## src/rtl/dac_pkg.sv

```systemverilog
// ---------------------------------------------------------------------------
// dac_pkg
//   Shared definitions for the SPI DAC transmit path (MCP4911-class, 10-bit).
//   - Command word bit positions and frame length.
//   - FSM state encoding for spi2dac_tx.
//   - Sample record (shutdown flag + 10-bit offset-binary code).
//   - build_cmd(): assembles the 16-bit write command from a sample.
// ---------------------------------------------------------------------------
package dac_pkg;

  localparam int FRAME_BITS   = 16;
  localparam int DATA_W       = 10;

  // Command word layout, MSB first on the wire.
  localparam int CMD_WRITE    = 15;  // 0 = write to DAC register
  localparam int CMD_BUF      = 14;  // VREF input buffer enable
  localparam int CMD_GA       = 13;  // gain select, 1 = 1x
  localparam int CMD_SHDN     = 12;  // 0 = output shutdown
  localparam int CMD_DATA_MSB = 11;
  localparam int CMD_DATA_LSB = 2;

  // FSM encoding kept as plain constants so legacy code can share it.
  localparam logic [1:0] ST_IDLE  = 2'd0;
  localparam logic [1:0] ST_SHIFT = 2'd1;
  localparam logic [1:0] ST_CS_HI = 2'd2;
  localparam logic [1:0] ST_LDAC  = 2'd3;

  typedef struct packed {
    logic              shdn_n;
    logic [DATA_W-1:0] code;
  } dac_sample_t;

  function automatic logic [FRAME_BITS-1:0] build_cmd(
    input logic        buf_bit,
    input logic        ga_n_bit,
    input dac_sample_t s
  );
    logic [FRAME_BITS-1:0] c;
    c                             = '0;
    c[CMD_WRITE]                  = 1'b0;
    c[CMD_BUF]                    = buf_bit;
    c[CMD_GA]                     = ga_n_bit;
    c[CMD_SHDN]                   = s.shdn_n;
    c[CMD_DATA_MSB:CMD_DATA_LSB]  = s.code;
    return c;
  endfunction

endpackage

```

## src/rtl/sck_divider.sv

```systemverilog
// ---------------------------------------------------------------------------
// sck_divider
//   Half-period counter for an SPI master. While en is high it counts
//   CLK_DIV sysclk cycles per SCK phase and flags the last cycle of each
//   phase. The internal phase bit starts low (SCK idle low), so the first
//   completed phase requests a rising SCK edge and the next a falling one.
//   Dropping en restarts the count and the phase.
//
//   Ports:
//     sysclk    in   system clock
//     rst_n     in   asynchronous active-low reset
//     en        in   run the counter
//     half_done out  last cycle of the current half-period
//     sck_rise  out  half_done while SCK is low  -> drive SCK high next
//     sck_fall  out  half_done while SCK is high -> drive SCK low next
// ---------------------------------------------------------------------------
module sck_divider #(
  parameter int CLK_DIV = 25
) (
  input  logic sysclk,
  input  logic rst_n,
  input  logic en,
  output logic half_done,
  output logic sck_rise,
  output logic sck_fall
);

  localparam int             CW   = $clog2(CLK_DIV);
  localparam logic [CW-1:0]  LAST = CW'(CLK_DIV - 1);

  logic [CW-1:0] cnt;
  logic          phase;

  // NOTE: sequential state uses non-blocking assignments so every flop
  // samples the values from before the clock edge, regardless of order.
  always_ff @(posedge sysclk or negedge rst_n) begin
    if (!rst_n) begin
      cnt   <= '0;
      phase <= 1'b0;
    end else if (!en) begin
      cnt   <= '0;
      phase <= 1'b0;
    end else if (half_done) begin
      cnt   <= '0;
      phase <= ~phase;
    end else begin
      cnt   <= cnt + 1'b1;
    end
  end

  assign half_done = en && (cnt == LAST);
  assign sck_rise  = half_done && !phase;
  assign sck_fall  = half_done &&  phase;

endmodule

```

## src/rtl/spi2dac_tx.sv

```systemverilog
// ---------------------------------------------------------------------------
// spi2dac_tx
//   Frames a 10-bit offset-binary DAC code as a 16-bit MCP4911 write command,
//   shifts it MSB-first in SPI mode 0, then pulses LDAC to latch it.
//   A one-deep pending register holds a sample that arrives mid-frame; it is
//   launched on the first IDLE cycle after the current frame.
//
//   Frame timing (D = CLK_DIV), counted from the load cycle (cycle 0):
//     cycles 1 .. 32D        SHIFT : cs_n low, 16 bits of D low + D high SCK
//     next D cycles          CS_HI : cs_n high, sdi low
//     next D cycles          LDAC  : ld_n low
//     cycle 1 + 34D          IDLE  : busy low
//
//   Ports:
//     sysclk   in   system clock, rising edge
//     rst_n    in   asynchronous active-low reset
//     data_in  in   [9:0] DAC code (offset binary)
//     load     in   single-cycle strobe capturing data_in / shdn_n
//     shdn_n   in   shutdown control, placed in command bit 12
//     dac_cs_n out  SPI chip select, active low
//     dac_sck  out  SPI clock, idles low
//     dac_sdi  out  SPI data to DAC
//     dac_ld_n out  DAC latch strobe, active low
//     busy     out  frame in progress (SHIFT, CS_HI or LDAC)
//     overrun  out  sticky: a pending sample was overwritten
//
//   All four SPI-side outputs come straight from flops, so they cannot glitch.
// ---------------------------------------------------------------------------
module spi2dac_tx
  import dac_pkg::*;
#(
  parameter int   CLK_DIV = 25,
  parameter logic BUF     = 1'b1,
  parameter logic GA_N    = 1'b1
) (
  input  logic        sysclk,
  input  logic        rst_n,
  input  logic [9:0]  data_in,
  input  logic        load,
  input  logic        shdn_n,
  output logic        dac_cs_n,
  output logic        dac_sck,
  output logic        dac_sdi,
  output logic        dac_ld_n,
  output logic        busy,
  output logic        overrun
);

  localparam int             BW       = $clog2(FRAME_BITS);
  localparam logic [BW-1:0]  LAST_BIT = BW'(FRAME_BITS - 1);

  logic [1:0]            state;
  logic [FRAME_BITS-1:0] shreg;     // bits still to send, next one at MSB
  logic [BW-1:0]         bit_cnt;
  dac_sample_t           pend;
  logic                  pend_valid;

  dac_sample_t           new_sample;
  dac_sample_t           start_sample;
  logic [FRAME_BITS-1:0] start_cmd;
  logic                  start_go;

  logic                  div_en;
  logic                  half_done;
  logic                  sck_rise;
  logic                  sck_fall;

  // The divider also times the CS_HI and LDAC phases, one half-period each.
  assign div_en = (state != ST_IDLE);

  sck_divider #(
    .CLK_DIV (CLK_DIV)
  ) u_sck_divider (
    .sysclk    (sysclk),
    .rst_n     (rst_n),
    .en        (div_en),
    .half_done (half_done),
    .sck_rise  (sck_rise),
    .sck_fall  (sck_fall)
  );

  assign new_sample   = {shdn_n, data_in};
  // A waiting sample always goes first; in IDLE it is older than any load.
  assign start_sample = pend_valid ? pend : new_sample;
  assign start_cmd    = build_cmd(BUF, GA_N, start_sample);
  assign start_go     = (state == ST_IDLE) && (pend_valid || load);

  always_ff @(posedge sysclk or negedge rst_n) begin
    if (!rst_n) begin
      state      <= ST_IDLE;
      shreg      <= '0;
      bit_cnt    <= '0;
      pend       <= '0;
      pend_valid <= 1'b0;
      dac_cs_n   <= 1'b1;
      dac_sck    <= 1'b0;
      dac_sdi    <= 1'b0;
      dac_ld_n   <= 1'b1;
      busy       <= 1'b0;
      overrun    <= 1'b0;
    end else begin
      case (state)
        ST_IDLE: begin
          if (start_go) begin
            state    <= ST_SHIFT;
            busy     <= 1'b1;
            dac_cs_n <= 1'b0;
            dac_sck  <= 1'b0;
            dac_sdi  <= start_cmd[FRAME_BITS-1];
            shreg    <= {start_cmd[FRAME_BITS-2:0], 1'b0};
            bit_cnt  <= '0;
          end
          // Draining the pending slot frees it; a load in this same cycle
          // refills it rather than being lost.
          if (pend_valid) begin
            pend_valid <= load;
            if (load) pend <= new_sample;
          end
        end

        ST_SHIFT: begin
          if (sck_rise) dac_sck <= 1'b1;
          if (sck_fall) begin
            dac_sck <= 1'b0;
            if (bit_cnt == LAST_BIT) begin
              state    <= ST_CS_HI;
              dac_cs_n <= 1'b1;
              dac_sdi  <= 1'b0;
            end else begin
              // Data moves only on the falling SCK edge, giving the DAC a
              // full half-period of setup before the next rising edge.
              bit_cnt <= bit_cnt + 1'b1;
              dac_sdi <= shreg[FRAME_BITS-1];
              shreg   <= {shreg[FRAME_BITS-2:0], 1'b0};
            end
          end
        end

        ST_CS_HI: begin
          if (half_done) begin
            state    <= ST_LDAC;
            dac_ld_n <= 1'b0;
          end
        end

        ST_LDAC: begin
          if (half_done) begin
            state    <= ST_IDLE;
            dac_ld_n <= 1'b1;
            busy     <= 1'b0;
          end
        end

        default: state <= ST_IDLE;
      endcase

      // Mid-frame loads park in the pending slot; newest wins.
      if ((state != ST_IDLE) && load) begin
        pend       <= new_sample;
        pend_valid <= 1'b1;
        if (pend_valid) overrun <= 1'b1;
      end
    end
  end

endmodule
```

## config.mk

```make
export PLATFORM = sky130hd
export DESIGN_NAME = spi2dac_tx
export DESIGN_NICKNAME = d
export VERILOG_FILES = /design/src/rtl/dac_pkg.sv /design/src/rtl/sck_divider.sv /design/src/rtl/spi2dac_tx.sv
export SDC_FILE = /design/constraint.sdc
export NUM_CORES = 1
export LEC_CHECK = 0
export CAP_MARGIN = 20
export CORE_MARGIN = 2
export CORE_UTILIZATION = 60
export CTS_CLUSTER_SIZE = 12
export DETAILED_ROUTE_END_ITERATION = 8
export DONT_BUFFER_PORTS = 1
export PLACE_DENSITY_LB_ADDON = 0.2
export SLEW_MARGIN = 25
export SYNTH_ARGS = -nofsm -noshare
export SYNTH_HDL_FRONTEND = slang
export SYNTH_SLANG_ARGS = --single-unit
```

## constraint.sdc

```tcl
create_clock -name sysclk -period 6.7 [get_ports sysclk]
set_input_delay 0 -clock sysclk [delete_from_list [all_inputs] [get_ports sysclk]]
set_output_delay 0 -clock sysclk [all_outputs]
set_load 0.005 [all_outputs]
```

==> summary by stage <==
Clocking
TritonCTS built the clock tree. The number of sinks driven by the clock tree is between 40 and 50. Clock tree synthesis selected as its root buffer the cell clkbuf_4. The clock transition time at the flip-flop clock pins of the worst setup and hold paths is about 0.12 ns. The number of setup buffers added after CTS is 0. In this run, post-CTS repair resized a total of 0 instances.

The clock insertion delay at the later pin of the skew report is 0.37 ns. The number of levels in the clock H-tree is 2. The maximum count of clock buffers along a single path is 2. Counting the buffers created by CTS gives 5.

GRT
For this run, global-route usage on met1 was measured as about a quarter. The total overflow reported by the global router is 0. The wire length of the first global-routing pass is 6.94 mm. The via count of the first global-routing pass is about 1500. The maximum number of pins on one net before global-route repair is 44. For met3 alone, demand over resource in global routing was 5.89%.

Global routing used between 20% and 30% of the available tracks across all layers. The met2 track demand over resource is about two fifths. The number of antenna violations at the first check in global routing was 0. The busiest layer in global routing is met2.

Setup path
The setup slack of the worst register-to-register path is 4.09 ns. For the worst setup path, the data arrival time is ~2.9 ns. The source of the critical timing path is state[1]. For this design, the slowest cell found on the critical path is ha_1. The kind of cell adding the most delay to the critical path is simple AND/OR/NAND/NOR gates. Together, buffers and inverters on the worst path number 1. The kind of critical path is reg2reg. Of all nets on the critical path, the largest fanout is 27. The number of cell instances on the worst register-to-register path is 6. The sort of element at the end of the critical path is a flop.

The kind of start point of the critical path is a flop. The instance count on the critical path is 6. The signal on the critical path passes through inv_1 -> ha_1 -> nand2_1 -> or4b_4 -> nand2_4 -> mux2_2.

The reg-to-reg startpoint is state[1]. The endpoint of the worst register-to-register path is shreg[8]. For the worst setup path, the data required time is 6.96 ns.

Following the worst setup path forward leads to its endpoint at shreg[8]. The delay of the slowest cell on the worst path is 0.70 ns.

Worst hold path
The type of the tightest min-delay check is in2reg.

STA
The share of the clock period used by the worst path after layout is around two fifths. Setup repair after global routing left no endpoint under its margin. The total count of hold-check failures in the final report is 0.

The final count of pins violating max slew came to 0. The final setup slack of the worst path is 4.09 ns. On the final layout, the worst clock skew is 0.0140 ns. The final period demand of the worst path is about 2.6 ns. The worst-case headroom to the max-slew limit is 45.5%. The pin slew with the least headroom to its limit is 0.818 ns. After routing, the total negative slack on setup checks comes to 0 ns.

Static timing analysis puts the maximum clock frequency at 383 MHz. The setup-violating endpoint count in the final report is 0.

Drt
The routed layout has 1440 vias. The DRC violation count after routing is 0. The overall routed net length is a little under 4 mm. Dividing the detail-routed wire length by the instance count gives about 16 µm.

The number of DRC violations after detailed-routing iteration 0 is between 100 and 150. The number of iterations in the first detailed-routing pass is 4. The remaining antenna violation count is 0. In the routed layout, each cell is associated on average with a via count of ~6.

Yosys
The most used flip-flop cell after synthesis is dfrtp_1. The part of the Yosys area used for sequential elements is 50.6%. Yosys mapped a number of flops with a built-in enable equal to 0. The portion of netlist area occupied by mux cells is between 10% and 20%. Summing the areas of all compound-gate instances in the mapped netlist gives 9.33% of the synthesized area. After synthesis the netlist holds a flip-flop and latch count of 43. The synthesized-area fraction occupied by xor and xnor cells is less than 1%. The average size of a mapped cell is 11.6 µm².

In this run, distinct cell masters in the synthesized netlist total 38. The Yosys step of the flow raised 0 warnings. In the synthesized netlist, the number of instances is around 180.

The post-synthesis cell area is ~2100 µm². The post-synthesis net count is about 210. The proportion of register bits with asynchronous set or reset after synthesis is 100%. Summing the areas of all fa, ha and maj instances in the mapped netlist gives about 5.2% of the synthesized area. Of the total synthesized cell area, the portion taken by AND, OR, NAND and NOR gates is between 10% and 20%. After synthesis, the largest family of logic cells by area is multiplexers.

Floorplanning
The area of the core is about 3400 µm². The floorplan step set the die width to between 60 and 70 µm. 20 I/O pins were placed.

The vertical die dimension is roughly 64 µm. The effective utilization at floorplan is approximately 63%. The number of cell rows is 21.

The die covers 4050 µm².

Layout
The library cell used most frequently in the layout, excluding fill and tap cells, is dfrtp_1. The post-route netlist has between 20 and 25% of its cells at a drive strength greater than 1. The number of antenna diodes in the final layout is 0. Compared with the post-synthesis result, the final layout area differs by 12.7%.

The number of nets in the layout is about 220. In the layout the commonest cells are dfrtp_1 (41), mux2_2 (23), nand2_1 (19). The area of all placed cells without fillers is approximately 2400 µm².

The layout filler cell count is around 270. The area taken by flip-flops and latches is between 1000 and 1500 µm². The multi-input gate area in the final layout is 988 µm².

Placed design
Summing all placed instances gives a cell area of around 2200 µm². Port buffering added 0 buffers. The final RePlAce weighted congestion is 0.706. Timing analysis after detailed placement gives a worst setup slack of roughly 4.1 ns.

The detailed placer's ending HPWL is between 2 and 3 mm.

Power and ir drop
The power per cell area is 207 nW/µm². The static leakage is 1.17 nW. The peak supply drop is about 0.00018 V.

Outcome
The flow ran to the end, and the final reports show no timing, DRC or antenna violations.

Job
The max capacitance violation total is 0.
cells by family after synthesis:
group,Yosys count
AOI/OAI and AO/OA,31
xor gates and xnor gates,2
adders and majority gates,9
buffers and inverters,14
DFF,43
muxes,37
and+or+nand+nor,48
cells in the mapped netlist, types with 3 or more instances:
| cell | instances | area share [%] |
|---|---|---|
| buf_2 | 4 | 0.94 |
| dfrtp_1 | 41 | 48 |
| a21oi_1 | 3 | 0.70 |
| o22a_1 | 3 | 1.2 |
| nand3_1 | 4 | 0.94 |
| nor2_1 | 8 | 1.4 |
| mux2_2 | 23 | 12 |
| clkbuf_1 | 4 | 0.70 |
| nand2_1 | 19 | 3.3 |
| o21ai_0 | 16 | 3.8 |
| ha_1 | 8 | 4.7 |
| mux2i_1 | 14 | 6.6 |
| nor2b_1 | 3 | 0.88 |
| inv_1 | 5 | 0.88 |
what timing repair did:
item                                   4_1_cts  5_1_grt
setup endpoints to repair                    0        0
hold buffers                                14        0
endpoints found under the hold margin       66        0
cell type report:
cell class	count	area share, %
Multi-Input combinational cell	127	41.1
Inverter	5	0.781
Clock inverter	2	2.50
Clock buffer	6	1.72
Timing Repair Buffer	15	6.56
Sequential cell	43	44.9
Tap cell	46	2.40
tightest hold or removal path: cells and delay by family:
family             cells  cell delay [ns]
AOI/OAI and AO/OA      1             0.16
muxes                  2             0.19
flip-flops by register name, indices dropped and copies added (netlist names):
| name | cells |
|---|---|
| bit_cnt | 4 |
| u_sck_divider.phase | 1 |
| pend | 11 |
| overrun | 1 |
| pend_valid | 1 |
| shreg | 13 |
| dac_sck | 1 |
| dac_ld_n | 1 |
| busy | 1 |
| dac_sdi | 1 |
| u_sck_divider.cnt | 5 |
| dac_cs_n | 1 |
| state | 2 |
through the flow:
stage | hold slack [ns] | instances | utilization [%] | power, W
after floorplan | -0.296 | 184 | - | 0.000285
after global placement | -0.295 | 222 | 64.0 | 0.000287
after detailed placement | -0.295 | 222 | 64.0 | 0.000288
after CTS | 0.00197 | 244 | 71.4 | 0.000504
after global routing | 0.0451 | 244 | 71.4 | 0.000517
final | 0.0172 | 244 | 71.4 | 0.000498
metal layers:
metal	routed length, µm	part of all wire (%)
met1	1630	41
met2	2120	54
met3	136	3.4
met4	68	1.7
met5	0	0
worst min path at each step:
stage / startpoint / end / slack [ns] / depth (start not counted)
floorplan: rst_n / bit_cnt[0] / -0.30 / 0
global placement: rst_n / u_sck_divider.cnt[4] / -0.29 / 0
detailed placement: rst_n / u_sck_divider.cnt[2] / -0.29 / 0
CTS: data_in[6] / shreg[9] / 0.002 / 3
global route: data_in[8] / shreg[11] / 0.05 / 3
finish: data_in[6] / shreg[9] / 0.02 / 3
power by group:
group,switching (W),leakage [nW],internal [W]
Combinational,0.0000116,0.634,0.0000150
Sequential,0.00000309,0.479,0.000266
Clock,0.0000858,0.0525,0.000116
Total,0.000100,1.17,0.000397
Power figures use the tool's default switching activity.
